## config.mk

```make
export PLATFORM = sky130hd
export DESIGN_NAME = motor_sequencer_flat
export DESIGN_NICKNAME = d
export VERILOG_FILES = /design/src/rtl/motor_sequencer_pkg.sv /design/src/rtl/motor_sequencer_if.sv /design/src/rtl/motor_sequencer_pwm_gate.sv /design/src/rtl/motor_sequencer.sv /design/src/flat_wrapper.sv
export SDC_FILE = /design/constraint.sdc
export NUM_CORES = 1
export LEC_CHECK = 0
export CAP_MARGIN = 20
export CORE_ASPECT_RATIO = 1.1
export CORE_MARGIN = 3
export CORE_UTILIZATION = 55
export DETAILED_ROUTE_END_ITERATION = 8
export PLACE_DENSITY_LB_ADDON = 0.08
export SLEW_MARGIN = 10
export SYNTH_ARGS = -nofsm -noshare
export SYNTH_HDL_FRONTEND = slang
export SYNTH_SLANG_ARGS = --single-unit
```

## constraint.sdc

```tcl
create_clock -name initial_clk -period 3.77 [get_ports initial_clk]
set_input_delay 0.754 -clock initial_clk [delete_from_list [all_inputs] [get_ports initial_clk]]
set_output_delay 0.754 -clock initial_clk [all_outputs]
set_load 0.05 [all_outputs]
```

## src/rtl/motor_sequencer_pkg.sv

```systemverilog
// Shared types for the motor sequencer: FSM state encoding, H-bridge
// drive patterns and a small sizing helper.
package motor_sequencer_pkg;

   typedef enum logic [1:0] {
      ST_IDLE  = 2'd0,
      ST_DEAD  = 2'd1,
      ST_TURN  = 2'd2,
      ST_DRIVE = 2'd3
   } state_t;

   typedef struct packed {
      logic l_fwd;
      logic l_rev;
      logic r_fwd;
      logic r_rev;
   } bridge_t;

   // In-place right turn spins left wheel forward, right wheel backward.
   localparam bridge_t BR_OFF   = 4'b0000;
   localparam bridge_t BR_TURN  = 4'b1001;
   localparam bridge_t BR_DRIVE = 4'b1010;

   function automatic int unsigned max3(input int unsigned a, input int unsigned b,
                                        input int unsigned c);
      int unsigned m;
      m = (a > b) ? a : b;
      return (m > c) ? m : c;
   endfunction

endpackage

```

## src/rtl/motor_sequencer_if.sv

```systemverilog
// Command handshake from the decision FSM plus bridge drive and status
// returned by the sequencer.
interface motor_sequencer_if;
   logic cmd_valid;
   logic front;
   logic rotate;
   logic stop;
   logic cmd_ready;
   logic l_fwd;
   logic l_rev;
   logic r_fwd;
   logic r_rev;
   logic done;
   logic aborted;

   modport master (
      output cmd_valid, front, rotate, stop,
      input  cmd_ready, l_fwd, l_rev, r_fwd, r_rev, done, aborted
   );

   modport slave (
      input  cmd_valid, front, rotate, stop,
      output cmd_ready, l_fwd, l_rev, r_fwd, r_rev, done, aborted
   );
endinterface

```

## src/rtl/motor_sequencer_pwm_gate.sv

```systemverilog
// PWM gate: period counter with restart, producing the enable that the
// next clock's registered bridge outputs will carry.
module pwm_gate #(
   parameter int unsigned PWM_PERIOD = 4,
   parameter int unsigned PWM_DUTY   = 3
) (
   input  logic clk,
   input  logic rst_n,
   input  logic active,   // next cycle is a motion cycle
   input  logic restart,  // next cycle is the first of a motion phase
   output logic en        // PWM enable for the next cycle
);
   localparam int unsigned CW = $clog2(PWM_PERIOD + 1);

   logic [CW-1:0] cnt;
   logic [CW-1:0] cnt_nxt;

   // Next count: held at zero outside motion, zero on phase entry, else wrap.
   always_comb begin
      cnt_nxt = '0;
      if (active && !restart)
         cnt_nxt = (cnt == CW'(PWM_PERIOD - 1)) ? '0 : cnt + 1'b1;
      en = active && (cnt_nxt < CW'(PWM_DUTY));
   end

   // Counter register.
   always_ff @(posedge clk) begin
      if (!rst_n) cnt <= '0;
      else        cnt <= cnt_nxt;
   end
endmodule

```

## src/rtl/motor_sequencer.sv

```systemverilog
// Motor sequencer: turns one front/rotate decision into dead-time guarded,
// PWM-gated H-bridge drive and reports done/aborted back to the decision FSM.
module motor_sequencer
   import motor_sequencer_pkg::*;
#(
   parameter int unsigned MOVE_CYCLES = 8,
   parameter int unsigned TURN_CYCLES = 6,
   parameter int unsigned DEAD_CYCLES = 2,
   parameter int unsigned PWM_PERIOD  = 4,
   parameter int unsigned PWM_DUTY    = 3
) (
   input  logic              initial_clk,
   input  logic              rst_n,
   motor_sequencer_if.slave  bus
);
   localparam int unsigned PH_W = $clog2(max3(MOVE_CYCLES, TURN_CYCLES, DEAD_CYCLES) + 1);

   state_t          state, state_nxt;
   logic [PH_W-1:0] phase_cnt, phase_nxt;
   logic            rot_q, rot_nxt;
   logic            front_q, front_nxt;
   logic            abort_q, abort_nxt;   // stop seen; current DEAD ends as abort
   logic            done_nxt, aborted_nxt;
   logic            accept, ph_last;
   logic            motion_nxt, pwm_restart, pwm_en;
   bridge_t         br_q, br_nxt;
   logic            done_q, aborted_q;

   // Ready follows stop directly so a held stop blocks acceptance at once.
   assign bus.cmd_ready = (state == ST_IDLE) & ~bus.stop;
   assign accept        = bus.cmd_valid & bus.cmd_ready;

   // Terminal count of the current phase.
   always_comb begin
      ph_last = 1'b0;
      case (state)
         ST_DEAD:  ph_last = (phase_cnt == PH_W'(DEAD_CYCLES - 1));
         ST_TURN:  ph_last = (phase_cnt == PH_W'(TURN_CYCLES - 1));
         ST_DRIVE: ph_last = (phase_cnt == PH_W'(MOVE_CYCLES - 1));
         default:  ph_last = 1'b0;
      endcase
   end

   // Next-state, command latch and completion pulses.
   always_comb begin
      state_nxt   = state;
      rot_nxt     = rot_q;
      front_nxt   = front_q;
      abort_nxt   = abort_q;
      done_nxt    = 1'b0;
      aborted_nxt = 1'b0;
      case (state)
         ST_IDLE: begin
            if (accept) begin
               rot_nxt   = bus.rotate;
               front_nxt = bus.front;
               abort_nxt = 1'b0;
               if (!bus.rotate && !bus.front) done_nxt  = 1'b1;
               else                           state_nxt = ST_DEAD;
            end
         end
         ST_DEAD: begin
            if (bus.stop) abort_nxt = 1'b1;
            if (ph_last) begin
               if (abort_nxt) begin
                  state_nxt   = ST_IDLE;
                  aborted_nxt = 1'b1;
               end else if (rot_q) begin
                  state_nxt = ST_TURN;
               end else begin
                  state_nxt = ST_DRIVE;
               end
            end
         end
         ST_TURN: begin
            if (bus.stop) begin
               state_nxt = ST_DEAD;
               abort_nxt = 1'b1;
            end else if (ph_last) begin
               if (front_q) begin
                  // Turn done; the following DEAD must lead into DRIVE.
                  state_nxt = ST_DEAD;
                  rot_nxt   = 1'b0;
               end else begin
                  state_nxt = ST_IDLE;
                  done_nxt  = 1'b1;
               end
            end
         end
         ST_DRIVE: begin
            if (bus.stop) begin
               state_nxt = ST_DEAD;
               abort_nxt = 1'b1;
            end else if (ph_last) begin
               state_nxt = ST_IDLE;
               done_nxt  = 1'b1;
            end
         end
         default: state_nxt = ST_IDLE;
      endcase
   end

   // Phase counter restarts on every state change and idles at zero.
   always_comb begin
      phase_nxt = '0;
      if (state_nxt == state && state != ST_IDLE)
         phase_nxt = phase_cnt + 1'b1;
   end

   assign motion_nxt  = (state_nxt == ST_TURN) || (state_nxt == ST_DRIVE);
   assign pwm_restart = motion_nxt && (state_nxt != state);

   pwm_gate #(
      .PWM_PERIOD (PWM_PERIOD),
      .PWM_DUTY   (PWM_DUTY)
   ) u_pwm (
      .clk     (initial_clk),
      .rst_n   (rst_n),
      .active  (motion_nxt),
      .restart (pwm_restart),
      .en      (pwm_en)
   );

   // Bridge pattern for the next cycle, gated by PWM.
   always_comb begin
      br_nxt = BR_OFF;
      case (state_nxt)
         ST_TURN:  br_nxt = bridge_t'(BR_TURN  & {4{pwm_en}});
         ST_DRIVE: br_nxt = bridge_t'(BR_DRIVE & {4{pwm_en}});
         default:  br_nxt = BR_OFF;
      endcase
   end

   // State and registered outputs.
   always_ff @(posedge initial_clk) begin
      if (!rst_n) begin
         state     <= ST_IDLE;
         phase_cnt <= '0;
         rot_q     <= 1'b0;
         front_q   <= 1'b0;
         abort_q   <= 1'b0;
         br_q      <= BR_OFF;
         done_q    <= 1'b0;
         aborted_q <= 1'b0;
      end else begin
         state     <= state_nxt;
         phase_cnt <= phase_nxt;
         rot_q     <= rot_nxt;
         front_q   <= front_nxt;
         abort_q   <= abort_nxt;
         br_q      <= br_nxt;
         done_q    <= done_nxt;
         aborted_q <= aborted_nxt;
      end
   end

   assign bus.l_fwd   = br_q.l_fwd;
   assign bus.l_rev   = br_q.l_rev;
   assign bus.r_fwd   = br_q.r_fwd;
   assign bus.r_rev   = br_q.r_rev;
   assign bus.done    = done_q;
   assign bus.aborted = aborted_q;
endmodule

```

## src/flat_wrapper.sv

```systemverilog
// flat-port wrapper written by rule: the top's interface ports become plain ports
module motor_sequencer_flat import motor_sequencer_pkg::*;
#(
   parameter int unsigned MOVE_CYCLES = 8,
   parameter int unsigned TURN_CYCLES = 6,
   parameter int unsigned DEAD_CYCLES = 2,
   parameter int unsigned PWM_PERIOD  = 4,
   parameter int unsigned PWM_DUTY    = 3
)
  (initial_clk, rst_n, bus_cmd_valid, bus_front, bus_rotate, bus_stop, bus_cmd_ready, bus_l_fwd, bus_l_rev, bus_r_fwd, bus_r_rev, bus_done, bus_aborted);
  motor_sequencer_if bus_i ();
  input  logic initial_clk;
  input  logic rst_n;
  input wire logic [$bits(bus_i.cmd_valid)-1:0] bus_cmd_valid;
  input wire logic [$bits(bus_i.front)-1:0] bus_front;
  input wire logic [$bits(bus_i.rotate)-1:0] bus_rotate;
  input wire logic [$bits(bus_i.stop)-1:0] bus_stop;
  output wire logic [$bits(bus_i.cmd_ready)-1:0] bus_cmd_ready;
  output wire logic [$bits(bus_i.l_fwd)-1:0] bus_l_fwd;
  output wire logic [$bits(bus_i.l_rev)-1:0] bus_l_rev;
  output wire logic [$bits(bus_i.r_fwd)-1:0] bus_r_fwd;
  output wire logic [$bits(bus_i.r_rev)-1:0] bus_r_rev;
  output wire logic [$bits(bus_i.done)-1:0] bus_done;
  output wire logic [$bits(bus_i.aborted)-1:0] bus_aborted;
  assign bus_i.cmd_valid = bus_cmd_valid;
  assign bus_i.front = bus_front;
  assign bus_i.rotate = bus_rotate;
  assign bus_i.stop = bus_stop;
  assign bus_cmd_ready = bus_i.cmd_ready;
  assign bus_l_fwd = bus_i.l_fwd;
  assign bus_l_rev = bus_i.l_rev;
  assign bus_r_fwd = bus_i.r_fwd;
  assign bus_r_rev = bus_i.r_rev;
  assign bus_done = bus_i.done;
  assign bus_aborted = bus_i.aborted;
  motor_sequencer #(.MOVE_CYCLES(MOVE_CYCLES), .TURN_CYCLES(TURN_CYCLES), .DEAD_CYCLES(DEAD_CYCLES), .PWM_PERIOD(PWM_PERIOD), .PWM_DUTY(PWM_DUTY)) u_core (.initial_clk(initial_clk), .rst_n(rst_n), .bus(bus_i));
endmodule
```

=== After elaboration in Yosys (flattened, before gate mapping) ===
Cells that the tools add are included.

* Flip-flop bits (word level): 18
* Word-level logic and storage cells: 83

* $add $sub $neg: 2
* Order comparisons: 1
* Equality and inequality tests: 15
* Mux-type cells: 33
* Bitwise logic cells: 3
* Reduce and logical (&&, ||, !) cells: 17

{| class="wikitable"
|+ Operators with widths
! operator !! number
|-
| 2-to-1 mux 1 bit || 17
|-
| 2-to-1 mux 2 bit || 8
|-
| case mux 1 bit (3 select lines) || 3
|-
| == test 2 bit (second input constant) || 4
|-
| == test 4 x 3 -> 1 bit (second input constant) || 2
|-
| case mux 2 bit (4 select lines) || 1
|-
| case mux 4 bit (2 select lines) || 1
|-
| 2-to-1 mux 3 bit || 2
|-
| != test 2 x 1 -> 1 bit (second input constant) || 3
|-
| logical AND 1 bit || 5
|-
| AND reduction 5 bit || 1
|-
| adder 4 x 1 -> 4 bit (second input constant) || 1
|-
| == test 4 x 1 -> 1 bit (second input constant) || 1
|-
| AND reduction 2 bit || 2
|-
| nonzero test 2 bit || 2
|-
| adder 3 x 1 -> 3 bit (second input constant) || 1
|-
| == test 3 x 2 -> 1 bit (second input constant) || 1
|-
| zero test 1 bit || 3
|-
| < comparator 3 x 2 -> 1 bit (second input constant) || 1
|-
| AND reduction 3 bit || 1
|-
| AND 1 bit || 2
|-
| == test 2 x 1 -> 1 bit (second input constant) || 1
|-
| == test 2 bit || 1
|-
| zero test 2 bit || 1
|-
| 6 further kinds || 6
|}

=== Logic depth before layout (Yosys ltp) ===
* Word-level depth: 14
* Depth in mapped cells: 5
* Gate-level depth less buffers: 5

=== Cells and area by module ===
A second synthesis with hierarchy kept.

* Cell total of the unflattened synthesis: 96
* Area, all modules: 850.8 sq um

{| class="wikitable"
|+ Modules (own cells, without submodules)
! module !! times used !! cells an instance !! area an instance (sq um)
|-
| motor_sequencer || 1 || 83 || 719.4
|-
| pwm_gate || 1 || 13 || 131.4
|}

=== Worst setup path before layout ===
No wires, ideal clock.

* Path type: input port to output port
* Start point: in bus_stop
* End point: out bus_cmd_ready
* Arrival: 1.618 ns
* Slack: 1.398 ns
* Stages: 2
* Cells stage by stage: clkbuf_1 > nor2_1

* Longest elaborated chain between the ends: 2

{| class="wikitable"
|+ Ends and longest elaborated chain
! what !! RTL line !! source
|-
| start, declared || flat_wrapper.sv:17 || <nowiki>input wire logic [$bits(bus_i.stop)-1:0] bus_stop;</nowiki>
|-
| NOT 1 bit || motor_sequencer.sv:30 || <nowiki>assign bus.cmd_ready = (state == ST_IDLE) & ~bus.stop;</nowiki>
|-
| AND 1 bit || motor_sequencer.sv:30 ||
|-
| end, declared || flat_wrapper.sv:18 || <nowiki>output wire logic [$bits(bus_i.cmd_ready)-1:0] bus_cmd_ready;</nowiki>
|}

No other way between the ends.

=== Worst setup path in the final report ===
Same ends and word-level chain as after synthesis.

==> summary.md <==
| Metric | Value |
|---|---|
| #FFs+latches synth | `17` |
| Top post-synthesis cells by area | `dfxtp_1, nor2b_1, nand2_1` |
| Yosys cell types | `44` |
| DR pass1 iterations | `4` |
| Synthesized area | `between 800 and 900 um2` |
| RSZ-0062 raised after global routing | `false` |
| Setup Viol. Count Final | `0` |
| CTS H-tree lvls | `1` |
| Warnings from Yosys | `0` |
| Startpoint types | `input pin` |
| Final Non-Filler Cells | `approximately 130` |
| Fin. Hold Viols | `0` |
| Vias | `744` |
| Avg WL per Cell | `14.3 um` |
| Post-CTS Hold Fix Bufs | `0` |
| Status | `completed` |
| Required @ worst endpoint | `3.02 ns` |
| RePlAce Congestion | `0.840` |
| Post-synth EDFFs | `0` |
| Post-DP Area | `988 um2` |
| Filler cells | `118` |
| CP bufs+invs | `2` |
| I/O Buffers | `11` |
| Post-CTS Setup Bufs | `0` |
| Die height | `roughly 48 um` |
| Peak VDD IR | `249 uV` |
| Sink Count | `17` |
| Leading area contributor after synthesis | `dfxtp_1` |
| Met3 Use GR | `3.76%` |
| Slowest stage cell, crit path | `clkdlybuf4s50_1` |
| Gr usage total | `19.0%` |
| DR vias/cell | `5.90` |
| Ys async rst share | `0%` |
| First DRT Iteration DRCs | `25` |
| I/O pin total | `13` |
| Initial antenna violation count | `0` |
| LEAKAGE | `0.377 nW` |
| CP Max Fanout | `10` |
| Worst endpoint data arrival time | `2.31 ns` |
| Design Area, Final | `slightly above 0.001 mm2` |
| Critical Setup Path Class | `input pin to output port` |
| Worst Setup SP | `bus_stop` |
| Worst slew margin | `between 50% and 60%` |
| Crit-path most repeated cell | `clkdlybuf4s50_1` |
| Clock slew at reported path FFs | `around 0.11 ns` |
| Largest net degree at the start of global routing | `14` |
| GRT Max-Usage Layer | `met2` |
| CTS tree | `yes` |
| Final setup skew | `0.00788 ns` |
| R2R Path Start | `u_core.phase_cnt[1]` |
| TNS Setup | `0 ns` |
| Sequential area share after synthesis | `about two fifths` |
| Cts repair resizes | `0` |
| Grt met2 use | `30.8%` |
| Syn Inst Count | `99` |
| Cell Chain, Critical Path | `clkdlybuf4s50_1, nor2_1, clkdlybuf4s50_1` |
| Clock root cell | `clkbuf_4` |
| TritonCTS Buffers | `3` |
| Synth Net Count | `107` |
| Total grt overflow | `0` |
| CP max stage delay | `0.80 ns` |
| Max Cap Viol | `0` |
| Fin crit share | `81.3%` |
| Die Width | `44.2 um` |
| CP top delay family | `buffers and inverters` |
| Routed Antenna Nets | `0` |
| Initial core utilization | `61.3%` |
| Met1 Use GR | `between 20% and 30%` |
| Die Footprint | `approximately 0.0021 mm2` |
| Hold WC Path Type | `flop to flop` |
| DRC | `0` |
| N_diodes | `0` |
| Final core occ | `70.7%` |
| First-pass GRT wire length | `3.02 mm` |
| Hold_sp | `u_core.phase_cnt[0]` |
| Placed insts | `122` |
| Core area | `0.00144 mm2` |
| Post-layout min period | `~3.1 ns` |
| Fmax | `~330 MHz` |
| Skew-Pair Late Insertion Delay | `0.29 ns` |
| PwrDens | `between 300 and 400 mW/mm2` |
| WL final | `1.80 mm` |
| CP Capture Type | `output port` |
| Flop2flop setup slack | `~1.8 ns` |
| Avg Inst Size Synth | `8.90 um2` |
| Area delta synth->final | `15.3%` |
| Max-slew violations | `0` |
| Final HPWL DP | `1.31 mm` |
| Measured slew at the worst slew-check pin | `about 0.62 ns` |
| Primary FF master, synth | `dfxtp_1` |
| Clk buf depth | `2` |
| Final #Nets | `119` |
| Share of post-route cells with drive strength above 1 | `between 10% and 20%` |
| Vias in the first global route | `686` |
| Hold slack | `just under 0.5 ns` |
| Synth top area share | `38.6%` |
| Row cnt | `14` |
-- final timing paths --
check,end,depth (start not counted)
max,bus_cmd_ready,3
min,u_core.phase_cnt[0],1
max reg2reg,u_core.phase_cnt[2],4
min reg2reg,u_core.phase_cnt[0],1
-- layer usage --
metal,share of wire (%),vias up
li1,-,377
met1,45,338
met2,47,25
met3,7.1,4
met4,1.2,0
met5,0,-
-- sequential cells by signal, indices dropped and copies added (netlist names) --
register,flops
u_core.bus.aborted,1
u_core.rot_q,1
u_core.bus.r_rev,1
u_core.phase_cnt,4
u_core.u_pwm.cnt,3
u_core.bus.l_fwd,1
u_core.bus.r_fwd,1
u_core.front_q,1
u_core.abort_q,1
u_core.state,2
u_core.bus.done,1
-- synth_stat cells, types with 3 or more instances --
master	number
nor2b_1	6
nand2_1	7
o21ai_0	4
inv_1	6
a21oi_1	3
nor2_1	7
nor3_1	5
dfxtp_1	17
-- worst register-to-register path, cell delays in order (launching register included) --
cell       delay [ns]
dfxtp_1          0.39
or4b_4           0.59
a2bb2oi_2        0.18
o31ai_1          0.57
nor3_1           0.13
-- stage by stage --
step                      power (mW)  setup slack [ns]
after floorplan                0.223              1.40
after global placement         0.234             0.739
after detailed placement       0.235             0.729
after CTS                      0.332             0.719
after global routing           0.345             0.642
final                          0.332             0.706
-- power breakdown --
| group | leakage (nW) | switching [mW] | internal (mW) |
|---|---|---|---|
| Clock | 0.0177 | 0.0612 | 0.0394 |
| Combinational | 0.222 | 0.0245 | 0.0187 |
| Sequential | 0.138 | 0.00521 | 0.183 |
| Total | 0.377 | 0.0909 | 0.241 |
-- layout by cell type, fill, tap and decap left out, types with 2 or more instances in the layout --
master           count
a21oi_1              3
a31o_2               2
a31oi_1              2
and2_1               2
clkbuf_4             3
clkdlybuf4s50_1     11
dfxtp_1             17
ha_1                 2
inv_1                6
nand2_1              7
nor2_1               7
nor2b_1              6
nor3_1               5
o21ai_0              4
or2b_1               2
xnor2_1              2
-- area by class of cell --
cell class / instances / area, um2 / area share, %
multi-input cells: 72 / 495 / 48.8
flip-flops and latches: 17 / 340 / 33.5
repair buffers: 11 / 110 / 10.8
clock buffers: 3 / 22.5 / 2.22
inverters: 6 / 22.5 / 2.22
well taps: 16 / 20.0 / 1.97
clock inverters: 1 / 5.00 / 0.493
-- logic make-up (layout without fill, tap and decap cells) --
group	count (synthesis)	after routing	share of synthesized area, %
DFF	17	17	38.6
xor gates and xnor gates	3	3	2.98
other	1	1	0.426
AOI/OAI and AO/OA	22	22	18.3
muxes	1	1	1.14
adders and majority gates	2	2	2.84
and+or+nand+nor	43	43	30.5
buffers and inverters	10	21	5.11
Note: power is estimated with default switching activity, not from simulation.
==> RTL change 1 (same settings) <==
`DEAD_CYCLES` is set to 2 in 2 places; all go to 4.
--- a/src/rtl/motor_sequencer.sv
+++ b/src/rtl/motor_sequencer.sv
@@ -6,5 +6,5 @@
    parameter int unsigned MOVE_CYCLES = 8,
    parameter int unsigned TURN_CYCLES = 6,
-   parameter int unsigned DEAD_CYCLES = 2,
+   parameter int unsigned DEAD_CYCLES = 4,
    parameter int unsigned PWM_PERIOD  = 4,
    parameter int unsigned PWM_DUTY    = 3
--- a/src/flat_wrapper.sv
+++ b/src/flat_wrapper.sv
@@ -4,5 +4,5 @@
    parameter int unsigned MOVE_CYCLES = 8,
    parameter int unsigned TURN_CYCLES = 6,
-   parameter int unsigned DEAD_CYCLES = 2,
+   parameter int unsigned DEAD_CYCLES = 4,
    parameter int unsigned PWM_PERIOD  = 4,
    parameter int unsigned PWM_DUTY    = 3
Formal check against the unedited RTL: not equivalent (a bounded check fails within 4 cycles, from zero or initial values and one cycle with rst_n low).
==> RTL change 1 against the unedited design <==
  * Area after synthesis decreased by 5.1%
  * Non-clock buffer count unchanged
  * Via count decreased by 5.9%
  * Die area decreased by 4.4%
  * Hold slack got worse by 0.0042 ns
  * Routed wire length decreased by 12%
  * Worst setup slack got worse by 0.035 ns
  * Cell area decreased by 5.8%
  * Critical path depth unchanged
  * Count of clock-buffer cells in the layout unchanged
  * Sequential cell count unchanged
  * Total power decreased by 0.24%
  * Global-route usage decreased by 1.6 points
  * Critical endpoint unchanged
  * Largest power group unchanged
==> RTL change 1: results (changes against the unedited design) <==
share of layout cells above drive strength 1 8.82% (was 11.8%); Vias/cell 5.93 (was 5.90); syn avg cell area 8.99 sq um (was 8.90 sq um); FILL cells 128 (was 118); adder-cell share of the synthesized area 2.99% (was 2.84%); Max Root-Sink Buffers 2 (unchanged); sequential cell area fraction in the yosys report 40.7% (was 38.6%); Area contributors post-synth dfxtp_1 41%, nor2_1 4.5%, nand2b_1 3.7% (was dfxtp_1 39%, nor2b_1 4.3%, nand2_1 3.0%); Hold Path Class flip-flop to flip-flop (unchanged); met1 usage 20.5% (was 24.4%); first-pass GRT wire length 2630 um (was 3020 um); Synth Area in XOR/XNOR 3.14% (was 2.98%); critical path peak fanout 11 (was 10); wire per inst 13.3 um (was 14.3 um); DR iter-0 viols 19 (was 25); met2 Use GR 29.8% (was 30.8%); post-synthesis compound-gate area fraction 14.7% (was 18.3%); Post-synth top cells 17 x dfxtp_1, 10 x nor2_1, 6 x nor3_1 (was 17 x dfxtp_1, 7 x nand2_1, 7 x nor2_1); skew final 0.00404 ns (was 0.00788 ns); Setup Buffers After CTS 0 (unchanged); net count after synthesis 101 (was 107); CP peak stage delay 0.83 ns (was 0.80 ns); global-route met3 utilization 3.45% (was 3.76%); CP arrival 2.35 ns (was 2.31 ns); total number of vias 700 (was 744); hpwl dp 1160 um (was 1310 um); Placed Area 930 sq um (was 988 sq um); outcome complete, no violations (unchanged); leak pwr 0.348 nW (was 0.377 nW); GR Util All Layers 17.4% (was 19.0%); layout net count 111 (was 119); Worst VDD drop 0.000219 V (was 0.000249 V); vias in the first global route 664 (was 686); number of distinct library cells after synthesis 41 (was 44); GPL Wtd Cong 0.851 (was 0.840); mux contribution to synthesized area 2.40% (was 1.14%); Slew headroom 60.3% (was 58.0%)
RTL change 1: cell types whose count changed after synthesis, moves of 3 or more:
cell and change:
nor2b_1 -4, inv_1 -4, nor2_1 +3, nand2b_1 +4
RTL change 1: cells by family (layout without fill, tap and decap cells):
kind of cell | count (synthesis) | after routing
AND/OR/NAND/NOR | 42 | 42
AO/OA/AOI/OAI | 17 | 17
flip-flops | 17 | 17
buffers and inverters | 9 | 18
XOR/XNOR | 3 | 3
adder cells (fa/ha/maj) | 2 | 2
multiplexers | 2 | 2
other | 1 | 1
RTL change 1: cell type report:
type,instances,area (sq um),area share [%]
clock buffers,3,22.5,2.35
repair buffers,11,110,11.5
multi-input cells,67,448,46.8
well taps,16,20.0,2.09
clock inverters,1,5.00,0.523
flip-flops and latches,17,340,35.6
inverters,3,11.3,1.18
RTL change 1: routing by layer:
metal,vias up,part of all wire (%)
met5,-,0
met4,0,2.1
met3,5,3.9
met2,18,47
met1,323,47
li1,354,-
RTL change 1: path summary, 6_finish.rpt:
| kind | start | slack (ns) | end | cells after the start |
|---|---|---|---|---|
| max | bus_stop | 0.67 | bus_cmd_ready | 3 |
| min | u_core.rot_q$_SDFFE_PN0P_ | 0.49 | u_core.rot_q$_SDFFE_PN0P_ | 2 |
| max reg2reg | u_core.state[1]$_SDFF_PN0_ | 1.98 | u_core.u_pwm.cnt[0]$_SDFF_PN0_ | 4 |
| min reg2reg | u_core.rot_q$_SDFFE_PN0P_ | 0.49 | u_core.rot_q$_SDFFE_PN0P_ | 2 |
RTL change 1: tightest hold or removal path, delay by kind of cell (launching register included):
kind	cells	cell delay, ns
multiplexers	1	0.06
AND/OR/NAND/NOR	1	0.06
flip-flops	1	0.33
RTL change 1: where the power goes:
part	switching (mW)	internal, mW
Clock	0.0604	0.0396
Combinational	0.0235	0.0183
Sequential	0.00612	0.183
==> RTL change 2 (config.mk and constraints unchanged) <==
Without the edit above. Re-encode `state_t` (4 states) as Gray code, 2 bits wide.
--- a/src/rtl/motor_sequencer_pkg.sv
+++ b/src/rtl/motor_sequencer_pkg.sv
@@ -4,8 +4,8 @@
 
    typedef enum logic [1:0] {
-      ST_IDLE  = 2'd0,
-      ST_DEAD  = 2'd1,
-      ST_TURN  = 2'd2,
-      ST_DRIVE = 2'd3
+      ST_IDLE  = 2'b00,
+      ST_DEAD  = 2'b01,
+      ST_TURN  = 2'b11,
+      ST_DRIVE = 2'b10
    } state_t;
 
Behaviour: no difference found for any inputs over 10 cycles, from zero or initial values and one cycle with rst_n low; not proved beyond that.
==> RTL change 2 against the unedited design <==
  * Worst setup slack lost 0.027 ns
  * Count of clock-buffer cells in the layout is 1 higher
  * Total power decreased by 4.3%
  * Cell area down 9.2%
  * Critical path depth unchanged
  * Via count shrank 11%
  * Sequential cell count unchanged
  * Sequential share of layout area rose by 3.4 points
  * First-iteration DRC count fell by 68%
  * Non-clock buffer count is the same
  * Area after synthesis is 10% lower
  * Clock skew shrank 0.0036 ns
  * Register-to-register slack improved by 0.12 ns
  * Routed wire length shrank 10%
  * Largest power group unchanged
==> RTL change 2: results (changes against the unedited design) <==
FILL cells 111 (was 118); largest net degree at the start of global routing 12 (was 14); Area contributors post-synth dfxtp_1 43%, nor2_1 5.2%, a31oi_1 3.2% (was dfxtp_1 39%, nor2b_1 4.3%, nand2_1 3.0%); Root Buffer Master clkbuf_4 (unchanged); critical path peak fanout 8 (was 10); skew final 0.00432 ns (was 0.00788 ns); CP arrival 2.34 ns (was 2.31 ns); layout net count 109 (was 119); pre-CTS setup slack 0.685 ns (was 0.729 ns); Yosys top cell area share 43.1% (was 38.6%); wire per inst 14.0 um (was 14.3 um); worst slew pin tran 0.500 ns (was 0.625 ns); sequential cell area fraction in the yosys report 43.1% (was 38.6%); Clock Latency Late Sink 0.29 ns (about the same); Worst VDD drop 0.000198 V (was 0.000249 V); Placed Area 896 sq um (was 988 sq um); DR iter-0 viols 8 (was 25); number of distinct library cells after synthesis 33 (was 44); share of layout cells above drive strength 1 8.00% (was 11.8%); outcome complete, no violations (unchanged); hpwl dp 1150 um (was 1310 um); total number of vias 662 (was 744); Ant. Diodes 0 (unchanged); Tot Pwr 318 uW (was 332 uW); net count after synthesis 96 (was 107); first-pass GRT wire length 2770 um (was 3020 um); max frequency 323 MHz (was 326 MHz); CTS clk-pin slew, worst paths 0.09 ns (was 0.11 ns); Net Sw Power 79.2 uW (was 90.9 uW); top flop regs u_core.phase_cnt x4, u_core.u_pwm.cnt x3, u_core.state x2 (unchanged); leak pwr 0.352 nW (was 0.377 nW); GPL Wtd Cong 0.891 (was 0.840); Hold Path Class flip-flop to flip-flop (unchanged)
-- RTL change 2: cell types whose count changed after synthesis, sizes merged, moves of 2 or more --
cell and delta:
nor2 +4, o21ai +3, a21oi -2, a31o -2, a31oi +2, nand2b +2
nor2b -2, nor3 -2, or2b -2
-- RTL change 2: final timing paths --
| kind | startpoint | endpoint | slack, ns | cells past startpoint |
|---|---|---|---|---|
| min reg2reg | u_core.u_pwm.cnt[0]$_SDFF_PN0_ | u_core.u_pwm.cnt[0]$_SDFF_PN0_ | 0.46 | 1 |
| min | u_core.u_pwm.cnt[0]$_SDFF_PN0_ | u_core.u_pwm.cnt[0]$_SDFF_PN0_ | 0.46 | 1 |
| max | bus_stop | bus_cmd_ready | 0.68 | 3 |
| max reg2reg | u_core.u_pwm.cnt[0]$_SDFF_PN0_ | u_core.bus.r_fwd$_SDFF_PN0_ | 1.90 | 5 |
-- RTL change 2: area by class of cell --
cell class,instances,area [sq um],area share (%)
multi-input combinational,62,404,43.8
inverter,6,22.5,2.44
clock buffer,4,26.3,2.85
timing repair buffer,11,110,11.9
sequential,17,340,36.9
tap,15,18.8,2.04
-- RTL change 2: cells by family (layout without fill, tap and decap cells) --
group                    after synthesis  in the layout  synth area share (%)
AO/OA/AOI/OAI                         17             17                  13.9
XOR/XNOR                               3              3                  3.33
adder cells (fa/ha/maj)                2              2                  3.17
buffers and inverters                  9             21                  5.70
flip-flops                            17             17                  43.1
multiplexers                           1              1                  1.27
other                                  1              1                 0.475
AND/OR/NAND/NOR                       38             38                  29.0
-- RTL change 2: power by group through the flow --
stage / Combinational (mW) / Sequential [mW] / Clock (mW)
5_1_grt: 0.0373 / 0.187 / 0.104
3_5_place_dp: 0.0338 / 0.191 / 0
4_1_cts: 0.0342 / 0.187 / 0.0984
2_1_floorplan: 0.0242 / 0.189 / 0
3_3_place_gp: 0.0330 / 0.191 / 0
6_report: 0.0344 / 0.187 / 0.0966
-- RTL change 2: critical path, stage by stage --
cell	delay (ns)
clkdlybuf4s50_1	0.55
nor3_1	0.20
clkdlybuf4s50_1	0.83
-- RTL change 2: routing by layer --
metal  global-route usage, %  share of wire (%)
met1                    20.1                 41
met3                    3.95                4.8
met2                    37.7                 51
met5                       0                  0
met4                    10.6                3.0
-- RTL change 2: through the flow --
stage / util [%] / std cells
floorplan: - / 88
global placement: 70.6 / 111
detailed placement: 70.6 / 111
CTS: 72.7 / 115
global route: 72.7 / 115
finish: 72.7 / 115
